`src/rtl/fb_port_arbiter_if.sv`:
```
// fb_port_arbiter_if
//   Bundles the signals between the frame-buffer port arbiter and the blocks
//   around it. Those blocks are the video-input writer, the VGA reader, the
//   dual-port RAM and the statistics readout.
//
// Signals
//   wr_req / wr_addr[15:0] / wr_data[31:0] / wr_be[3:0]
//                      video-input write request and payload
//   wr_ready           write queue has room; accept on wr_req & wr_ready
//   wr_drop            one-cycle pulse after a write was offered while full
//   rd_req / rd_addr[15:0]
//                      VGA read request
//   rd_ready           read granted this cycle (combinational)
//   rd_data[31:0] / rd_valid
//                      returned word
//   ram_wraddress / ram_data / ram_byteena / ram_wren
//                      RAM write port
//   ram_rdaddress / ram_rden / ram_q
//                      RAM read port (ram_q has one-cycle latency)
//   stat_drop_cnt / stat_force_cnt
//                      dropped-write and forced-write counters
//
// Modports
//   slave  : the arbiter
//   master : the surrounding clients and the RAM
interface fb_port_arbiter_if;
  logic        wr_req;
  logic [15:0] wr_addr;
  logic [31:0] wr_data;
  logic [3:0]  wr_be;
  logic        wr_ready;
  logic        wr_drop;

  logic        rd_req;
  logic [15:0] rd_addr;
  logic        rd_ready;
  logic [31:0] rd_data;
  logic        rd_valid;

  logic [15:0] ram_wraddress;
  logic [31:0] ram_data;
  logic [3:0]  ram_byteena;
  logic        ram_wren;
  logic [15:0] ram_rdaddress;
  logic        ram_rden;
  logic [31:0] ram_q;

  logic [15:0] stat_drop_cnt;
  logic [15:0] stat_force_cnt;

  modport slave (
    input  wr_req, wr_addr, wr_data, wr_be, rd_req, rd_addr, ram_q,
    output wr_ready, wr_drop, rd_ready, rd_data, rd_valid,
           ram_wraddress, ram_data, ram_byteena, ram_wren,
           ram_rdaddress, ram_rden, stat_drop_cnt, stat_force_cnt
  );

  modport master (
    output wr_req, wr_addr, wr_data, wr_be, rd_req, rd_addr, ram_q,
    input  wr_ready, wr_drop, rd_ready, rd_data, rd_valid,
           ram_wraddress, ram_data, ram_byteena, ram_wren,
           ram_rdaddress, ram_rden, stat_drop_cnt, stat_force_cnt
  );
endinterface

```
`src/rtl/fb_port_arbiter.sv`:
```
// fb_port_arbiter
//   Shares one RAM between a queued video-input writer and a VGA reader.
//   Reads win by default. After MAX_RD_BURST back-to-back read grants, a
//   queued write is forced through so the writer cannot starve.
//   Read latency is 3 cycles from the accepting edge.
//
// Parameters
//   FIFO_DEPTH    write-queue entries (power of 2, 2..16)
//   MAX_RD_BURST  consecutive read grants before a queued write is forced
//
// Ports
//   clk_50   single system clock, rising edge
//   reset_n  synchronous active-low reset
//   bus      fb_port_arbiter_if.slave (write, read, RAM and stats signals)
//
// Build option
//   FB_ARB_STATS_EN  when defined, enables the saturating drop/force counters.
//                    When undefined, both counters read 0.
module fb_port_arbiter #(
  parameter int FIFO_DEPTH   = 4,
  parameter int MAX_RD_BURST = 8
) (
  input logic              clk_50,
  input logic              reset_n,
  fb_port_arbiter_if.slave bus
);
  localparam int PW = $clog2(FIFO_DEPTH);
  localparam int CW = PW + 1;
  localparam int SW = $clog2(MAX_RD_BURST + 1);

  typedef enum logic [1:0] {IDLE, RD, WR, FORCE_WR} state_t;

  state_t        state;
  state_t        decision;
  logic [PW-1:0] wr_ptr;
  logic [PW-1:0] rd_ptr;
  logic [CW-1:0] count;
  logic [SW-1:0] rd_streak;
  logic          rd_pending;
  logic          queue_empty;
  logic          streak_full;
  logic          push;
  logic          pop;

  logic [15:0] q_addr [FIFO_DEPTH];
  logic [31:0] q_data [FIFO_DEPTH];
  logic [3:0]  q_be   [FIFO_DEPTH];

  assign queue_empty  = (count == '0);
  assign streak_full  = (rd_streak == SW'(MAX_RD_BURST));
  assign bus.wr_ready = (count < CW'(FIFO_DEPTH));
  assign push         = bus.wr_req && bus.wr_ready;
  assign pop          = (decision == WR) || (decision == FORCE_WR);
  assign bus.rd_ready = bus.rd_req && (decision != FORCE_WR);

  // Per-cycle arbitration. A forced write beats a pending read.
  always_comb begin
    decision = IDLE;
    if (streak_full && !queue_empty) begin
      decision = FORCE_WR;
    end else if (bus.rd_req) begin
      decision = RD;
    end else if (!queue_empty) begin
      decision = WR;
    end
  end

  // Queue storage has no reset; emptiness is tracked by the pointers and count.
  always_ff @(posedge clk_50) begin
    if (push) begin
      q_addr[wr_ptr] <= bus.wr_addr;
      q_data[wr_ptr] <= bus.wr_data;
      q_be[wr_ptr]   <= bus.wr_be;
    end
  end

  // The state register holds this cycle's decision for exactly one cycle.
  // RAM strobes are registered together with the state.
  // rd_pending marks the cycle in which ram_q holds the word fetched by the
  // previous RD cycle.
  always_ff @(posedge clk_50) begin
    if (!reset_n) begin
      state             <= IDLE;
      wr_ptr            <= '0;
      rd_ptr            <= '0;
      count             <= '0;
      rd_streak         <= '0;
      rd_pending        <= 1'b0;
      bus.rd_valid      <= 1'b0;
      bus.rd_data       <= '0;
      bus.wr_drop       <= 1'b0;
      bus.ram_wraddress <= '0;
      bus.ram_data      <= '0;
      bus.ram_byteena   <= '0;
      bus.ram_wren      <= 1'b0;
      bus.ram_rdaddress <= '0;
      bus.ram_rden      <= 1'b0;
    end else begin
      state        <= decision;
      bus.ram_wren <= pop;
      bus.ram_rden <= (decision == RD);
      bus.wr_drop  <= bus.wr_req && !bus.wr_ready;

      if (decision == RD) begin
        bus.ram_rdaddress <= bus.rd_addr;
        if (!streak_full) begin
          rd_streak <= rd_streak + 1'b1;
        end
      end else begin
        rd_streak <= '0;
      end

      if (pop) begin
        bus.ram_wraddress <= q_addr[rd_ptr];
        bus.ram_data      <= q_data[rd_ptr];
        bus.ram_byteena   <= q_be[rd_ptr];
        rd_ptr            <= rd_ptr + 1'b1;
      end

      if (push) begin
        wr_ptr <= wr_ptr + 1'b1;
      end

      if (push && !pop) begin
        count <= count + 1'b1;
      end else if (pop && !push) begin
        count <= count - 1'b1;
      end

      rd_pending   <= (state == RD);
      bus.rd_valid <= rd_pending;
      if (rd_pending) begin
        bus.rd_data <= bus.ram_q;
      end
    end
  end

`ifdef FB_ARB_STATS_EN
  // The drop counter steps on the same edge that raises the wr_drop pulse.
  always_ff @(posedge clk_50) begin
    if (!reset_n) begin
      bus.stat_drop_cnt  <= '0;
      bus.stat_force_cnt <= '0;
    end else begin
      if (bus.wr_req && !bus.wr_ready && (bus.stat_drop_cnt != 16'hFFFF)) begin
        bus.stat_drop_cnt <= bus.stat_drop_cnt + 1'b1;
      end
      if ((decision == FORCE_WR) && (bus.stat_force_cnt != 16'hFFFF)) begin
        bus.stat_force_cnt <= bus.stat_force_cnt + 1'b1;
      end
    end
  end
`else
  assign bus.stat_drop_cnt  = '0;
  assign bus.stat_force_cnt = '0;
`endif
endmodule

```
`src/flat_wrapper.sv`:
```
// flat-port wrapper written by rule: the top's interface ports become plain ports
module fb_port_arbiter_flat 
#(
  parameter int FIFO_DEPTH   = 4,
  parameter int MAX_RD_BURST = 8
)
  (clk_50, reset_n, bus_wr_req, bus_wr_addr, bus_wr_data, bus_wr_be, bus_rd_req, bus_rd_addr, bus_ram_q, bus_wr_ready, bus_wr_drop, bus_rd_ready, bus_rd_data, bus_rd_valid, bus_ram_wraddress, bus_ram_data, bus_ram_byteena, bus_ram_wren, bus_ram_rdaddress, bus_ram_rden, bus_stat_drop_cnt, bus_stat_force_cnt);
  fb_port_arbiter_if bus_i ();
  input logic clk_50;
  input logic reset_n;
  input wire logic [$bits(bus_i.wr_req)-1:0] bus_wr_req;
  input wire logic [$bits(bus_i.wr_addr)-1:0] bus_wr_addr;
  input wire logic [$bits(bus_i.wr_data)-1:0] bus_wr_data;
  input wire logic [$bits(bus_i.wr_be)-1:0] bus_wr_be;
  input wire logic [$bits(bus_i.rd_req)-1:0] bus_rd_req;
  input wire logic [$bits(bus_i.rd_addr)-1:0] bus_rd_addr;
  input wire logic [$bits(bus_i.ram_q)-1:0] bus_ram_q;
  output wire logic [$bits(bus_i.wr_ready)-1:0] bus_wr_ready;
  output wire logic [$bits(bus_i.wr_drop)-1:0] bus_wr_drop;
  output wire logic [$bits(bus_i.rd_ready)-1:0] bus_rd_ready;
  output wire logic [$bits(bus_i.rd_data)-1:0] bus_rd_data;
  output wire logic [$bits(bus_i.rd_valid)-1:0] bus_rd_valid;
  output wire logic [$bits(bus_i.ram_wraddress)-1:0] bus_ram_wraddress;
  output wire logic [$bits(bus_i.ram_data)-1:0] bus_ram_data;
  output wire logic [$bits(bus_i.ram_byteena)-1:0] bus_ram_byteena;
  output wire logic [$bits(bus_i.ram_wren)-1:0] bus_ram_wren;
  output wire logic [$bits(bus_i.ram_rdaddress)-1:0] bus_ram_rdaddress;
  output wire logic [$bits(bus_i.ram_rden)-1:0] bus_ram_rden;
  output wire logic [$bits(bus_i.stat_drop_cnt)-1:0] bus_stat_drop_cnt;
  output wire logic [$bits(bus_i.stat_force_cnt)-1:0] bus_stat_force_cnt;
  assign bus_i.wr_req = bus_wr_req;
  assign bus_i.wr_addr = bus_wr_addr;
  assign bus_i.wr_data = bus_wr_data;
  assign bus_i.wr_be = bus_wr_be;
  assign bus_i.rd_req = bus_rd_req;
  assign bus_i.rd_addr = bus_rd_addr;
  assign bus_i.ram_q = bus_ram_q;
  assign bus_wr_ready = bus_i.wr_ready;
  assign bus_wr_drop = bus_i.wr_drop;
  assign bus_rd_ready = bus_i.rd_ready;
  assign bus_rd_data = bus_i.rd_data;
  assign bus_rd_valid = bus_i.rd_valid;
  assign bus_ram_wraddress = bus_i.ram_wraddress;
  assign bus_ram_data = bus_i.ram_data;
  assign bus_ram_byteena = bus_i.ram_byteena;
  assign bus_ram_wren = bus_i.ram_wren;
  assign bus_ram_rdaddress = bus_i.ram_rdaddress;
  assign bus_ram_rden = bus_i.ram_rden;
  assign bus_stat_drop_cnt = bus_i.stat_drop_cnt;
  assign bus_stat_force_cnt = bus_i.stat_force_cnt;
  fb_port_arbiter #(.FIFO_DEPTH(FIFO_DEPTH), .MAX_RD_BURST(MAX_RD_BURST)) u_core (.clk_50(clk_50), .reset_n(reset_n), .bus(bus_i));
endmodule
```
`config.mk`:
```
export PLATFORM = sky130hd
export DESIGN_NAME = fb_port_arbiter_flat
export DESIGN_NICKNAME = d
export VERILOG_FILES = /design/src/rtl/fb_port_arbiter_if.sv /design/src/rtl/fb_port_arbiter.sv /design/src/flat_wrapper.sv
export SDC_FILE = /design/constraint.sdc
export NUM_CORES = 1
export LEC_CHECK = 0
export ABC_AREA = 1
export BUFFER_PORTS_ARGS = -buffer_cell sky130_fd_sc_hd__buf_2
export CORE_MARGIN = 2
export CORE_UTILIZATION = 53
export CTS_CLUSTER_SIZE = 30
export DETAILED_ROUTE_END_ITERATION = 10
export HOLD_SLACK_MARGIN = 0.15
export PLACE_DENSITY = 0.82
export SETUP_SLACK_MARGIN = 0.15
export SKIP_LAST_GASP = 1
export SLEW_MARGIN = 30
export SYNTH_ARGS = -nofsm -noshare
export SYNTH_HDL_FRONTEND = slang
export SYNTH_SLANG_ARGS = --single-unit
```
`constraint.sdc`:
```
create_clock -name clk_50 -period 3.57 [get_ports clk_50]
set_clock_uncertainty 0.05 [all_clocks]
set_input_delay 0.357 -clock clk_50 [delete_from_list [all_inputs] [get_ports clk_50]]
set_output_delay 0.357 -clock clk_50 [all_outputs]
set_load 0.005 [all_outputs]
```
==> impl_metrics.py <==
metrics = {
    "run_status": {
        "outcome": "completed",
    },
    "worst_setup_path": {
        "endpoint_kind": "output pin",
        "crit_chain": "inv_1 -> ha_1 -> nand2_1 -> nor2_1 -> nand2_2 -> nand2_1 -> inv_1 -> buf_2",
        "arrival_ns": 2.13,
        "critPathKind": "register to output pin",
        "crit_fanout": 34,
        "crit_start": "u_core.rd_streak[0]$_SDFFE_PN0P_",
        "critPathSlowestCell": "nand2_2",
        "required_ns": 3.16,
        "r2r-start": "u_core.rd_streak[0]$_SDFFE_PN0P_",
        "cp_slowest_stage_delay_ns": 0.44,
        "startpoint_type": "register",
        "rr_worst_depth": 13,
        "r2r_slack_ns": 1.26,
    },
    "clock_tree": {
        "clock_sinks": 325,
        "postCtsSetupBuffers": 0,
        "htreeDepth": 2,
        "cts_tree": "yes",
        "insertion_delay_ns": 0.51,
        "clkTransAtPathRegs_ns": 0.06,
        "cts_made_buffers": 34,
        "max-clock-path-buffers": 3,
        "cts_root_buf": "clkbuf_16",
    },
    "routing": {
        "routed_wl_mm": 30.9,
        "final_antenna_net_count": 0,
        "drt-initial-drc-count": 763,
        "wl_per_cell_um": 14.3,
        "drc": 0,
        "vias": 10400,
        "first_pass_iters": 8,
        "via_per_inst": 4.81,
    },
    "floorplan": {
        "initial_core_util_pct": 54.0,
        "die_y_um": 164,
        "row_count": 58,
        "die_x_um": 164,
        "core_sq_mm": 0.0253,
        "num_io_pins": 242,
        "die_area_sq_mm": 0.0270,
    },
    "layout": {
        "regArea_sq_mm": 0.00859,
        "n_fill_cell": 1831,
        "drive_above_1_share_pct": 15.6,
        "layout.cells.non_filler": 2167,
        "layout.nets": 1922,
        "area_growth_pct": 24.3,
        "multi_input_area_sq_mm": 0.00348,
    },
    "synth": {
        "synth_fa_ha_area_share_pct": 0.789,
        "yosys.area.top_type": "edfxtp_1",
        "yosysMostFrequentCell": "nand2_1",
        "muxShareOfSynthArea_pct": 0,
        "synthTopCellsByArea": "edfxtp_1, dfxtp_1, nand2_1, inv_1, nor2_1",
        "yosysTopAreaCellShare_pct": 45.8,
        "synthTopCellsByCount": "nand2_1, inv_1, edfxtp_1, nor2_1, nand3_1",
        "ys_ff_latch": 325,
        "yosys.area_share.xor_xnor_pct": 0.128,
        "synth_edf_count": 208,
        "avgSynthCellArea_sq_um": 8.95,
        "syn_area_sq_mm": 0.0136,
        "synth_ff_type": "edfxtp_1",
        "ys_seq_area_share_pct": 62.9,
        "synth_top_family_by_area": "simple AND/OR/NAND/NOR gates",
        "netlist_instances": 1525,
        "synthArstFlopShare_pct": 0,
        "synth-warning-count": 0,
        "synthSimpleGateAreaFrac_pct": 21.2,
        "synth_compound_area_share_pct": 2.26,
        "yosys.cell_types.count": 24,
    },
    "timing": {
        "report.final.slew_viol_count": 0,
        "setup_tns_ns": 0,
        "report.final.setup_viol": 0,
        "fmax_mhz": 394,
        "tightest_slew_ns": 0.867,
        "min_period_over_period_pct": 71.1,
        "fin_crit_ns": 2.54,
        "relSlewSlack_pct": 41.8,
        "hold_violations": 0,
        "rsz0062_at_grt": "no",
    },
    "placed_design": {
        "portBuffers": 209,
        "place_hpwl_mm": 16.8,
        "dp_cells": 2003,
        "gp_congestion": 0.743,
    },
    "grt": {
        "grt_usage_pct": 22.6,
        "grt_start_max_net_pins": 108,
        "antenna_found_initial": 1,
        "overflow": 0,
        "grt_pass1_vias": 10100,
        "grt_pass1_wl_mm": 48.7,
    },
    "power": {
        "total_power_mw": 10.9,
        "leakage_nw": 8.34,
        "ir_drop_mv": 0.544,
        "powerDensity_mw_per_mm2": 643,
    },
    "flow_run": {
        "max_cap_violations": 0,
    },
    "worst_hold_path": {
        "hold_class": "input pin to register",
        "hp-start": "bus_rd_req",
        "whs_path_depth": 3,
    },
}
-- cell usage in the layout (no fill, tap or decap), types with 9 or more instances in the layout --
| cell | n |
|---|---|
| o21ai_0 | 38 |
| edfxtp_1 | 208 |
| nand3_1 | 124 |
| dlygate4sd3_1 | 101 |
| nor2_1 | 197 |
| a21oi_1 | 22 |
| clkbuf_16 | 37 |
| conb_1 | 32 |
| buf_2 | 208 |
| dfxtp_1 | 115 |
| buf_4 | 9 |
| nand2_1 | 394 |
| inv_1 | 297 |
| clkbuf_8 | 11 |
-- cell type report --
cell class,instances,share of cell area (%)
Tap cell,330,2.43
Antenna cell,1,0.0148
Multi-Input combinational cell,828,20.5
Inverter,301,6.70
Clock buffer,56,6.53
Sequential cell,325,50.7
Clock inverter,6,0.465
Timing Repair Buffer,320,12.7
-- cell families after synthesis --
group | count (synthesis)
other | 1
AOI/OAI and AO/OA | 61
adders and majority gates | 8
DFF | 325
and+or+nand+nor | 725
buffers and inverters | 403
xor gates and xnor gates | 2
-- what timing repair did --
item,4_1_cts,5_1_grt
endpoints found under the hold margin,257,0
resized for setup,0,0
endpoints found under the setup margin,0,0
hold buffers,101,0
-- critical path: cells and delay by family (launching register included) --
kind | cells | cell delay, ns
adders and majority gates | 1 | 0.23
buffers and inverters | 3 | 0.28
DFF | 1 | 0.39
and+or+nand+nor | 4 | 0.73
-- flip-flops by register name, indices dropped and copies added, names as in the netlist, 3 cells and up --
register                  count
u_core.bus.ram_byteena        4
u_core.bus.ram_data          32
u_core.bus.ram_rdaddress     16
u_core.bus.ram_wraddress     16
u_core.bus.rd_data           32
u_core.count                  3
u_core.q_addr                64
u_core.q_be                  16
u_core.q_data               128
u_core.rd_streak              4
-- routing by layer --
layer / part of all wire [%] / routed length [um] / global-route usage [%] / up-vias
li1: - / - / - / 5162
met1: 40 / 12500 / 27.3 / 4832
met2: 51 / 15700 / 40.2 / 349
met3: 5.6 / 1740 / 3.82 / 76
met4: 3.2 / 978 / 9.57 / 0
met5: 0 / 0 / 0 / -
-- through the flow --
| stage | utilization [%] | area [sq um] | setup slack [ns] | hold WS, ns |
|---|---|---|---|---|
| finish | 67.2 | 17000 | 1.03 | 0.334 |
| global route | 67.2 | 17000 | 0.879 | 0.401 |
| CTS | 67.2 | 17000 | 1.04 | 0.300 |
| detailed placement | 58.5 | 14800 | 1.32 | 0.358 |
| global placement | 58.4 | 14800 | 1.22 | 0.357 |
| floorplan | - | 13800 | 0.249 | 0.353 |
-- where the power goes --
part	leakage [nW]	internal, mW	switching [mW]
clock network	0.586	2.26	1.38
logic	4.89	0.873	1.58
registers	2.87	4.55	0.264
-- worst paths after layout --
kind / endpoint
setup / recovery: bus_rd_ready
hold reg to reg: u_core.rd_pending$_SDFF_PN0_
setup reg to reg: u_core.count[2]$_SDFFE_PN0P_
hold / removal: u_core.state[0]$_SDFF_PN0_
No activity file was read; power rests on OpenSTA's default activity.
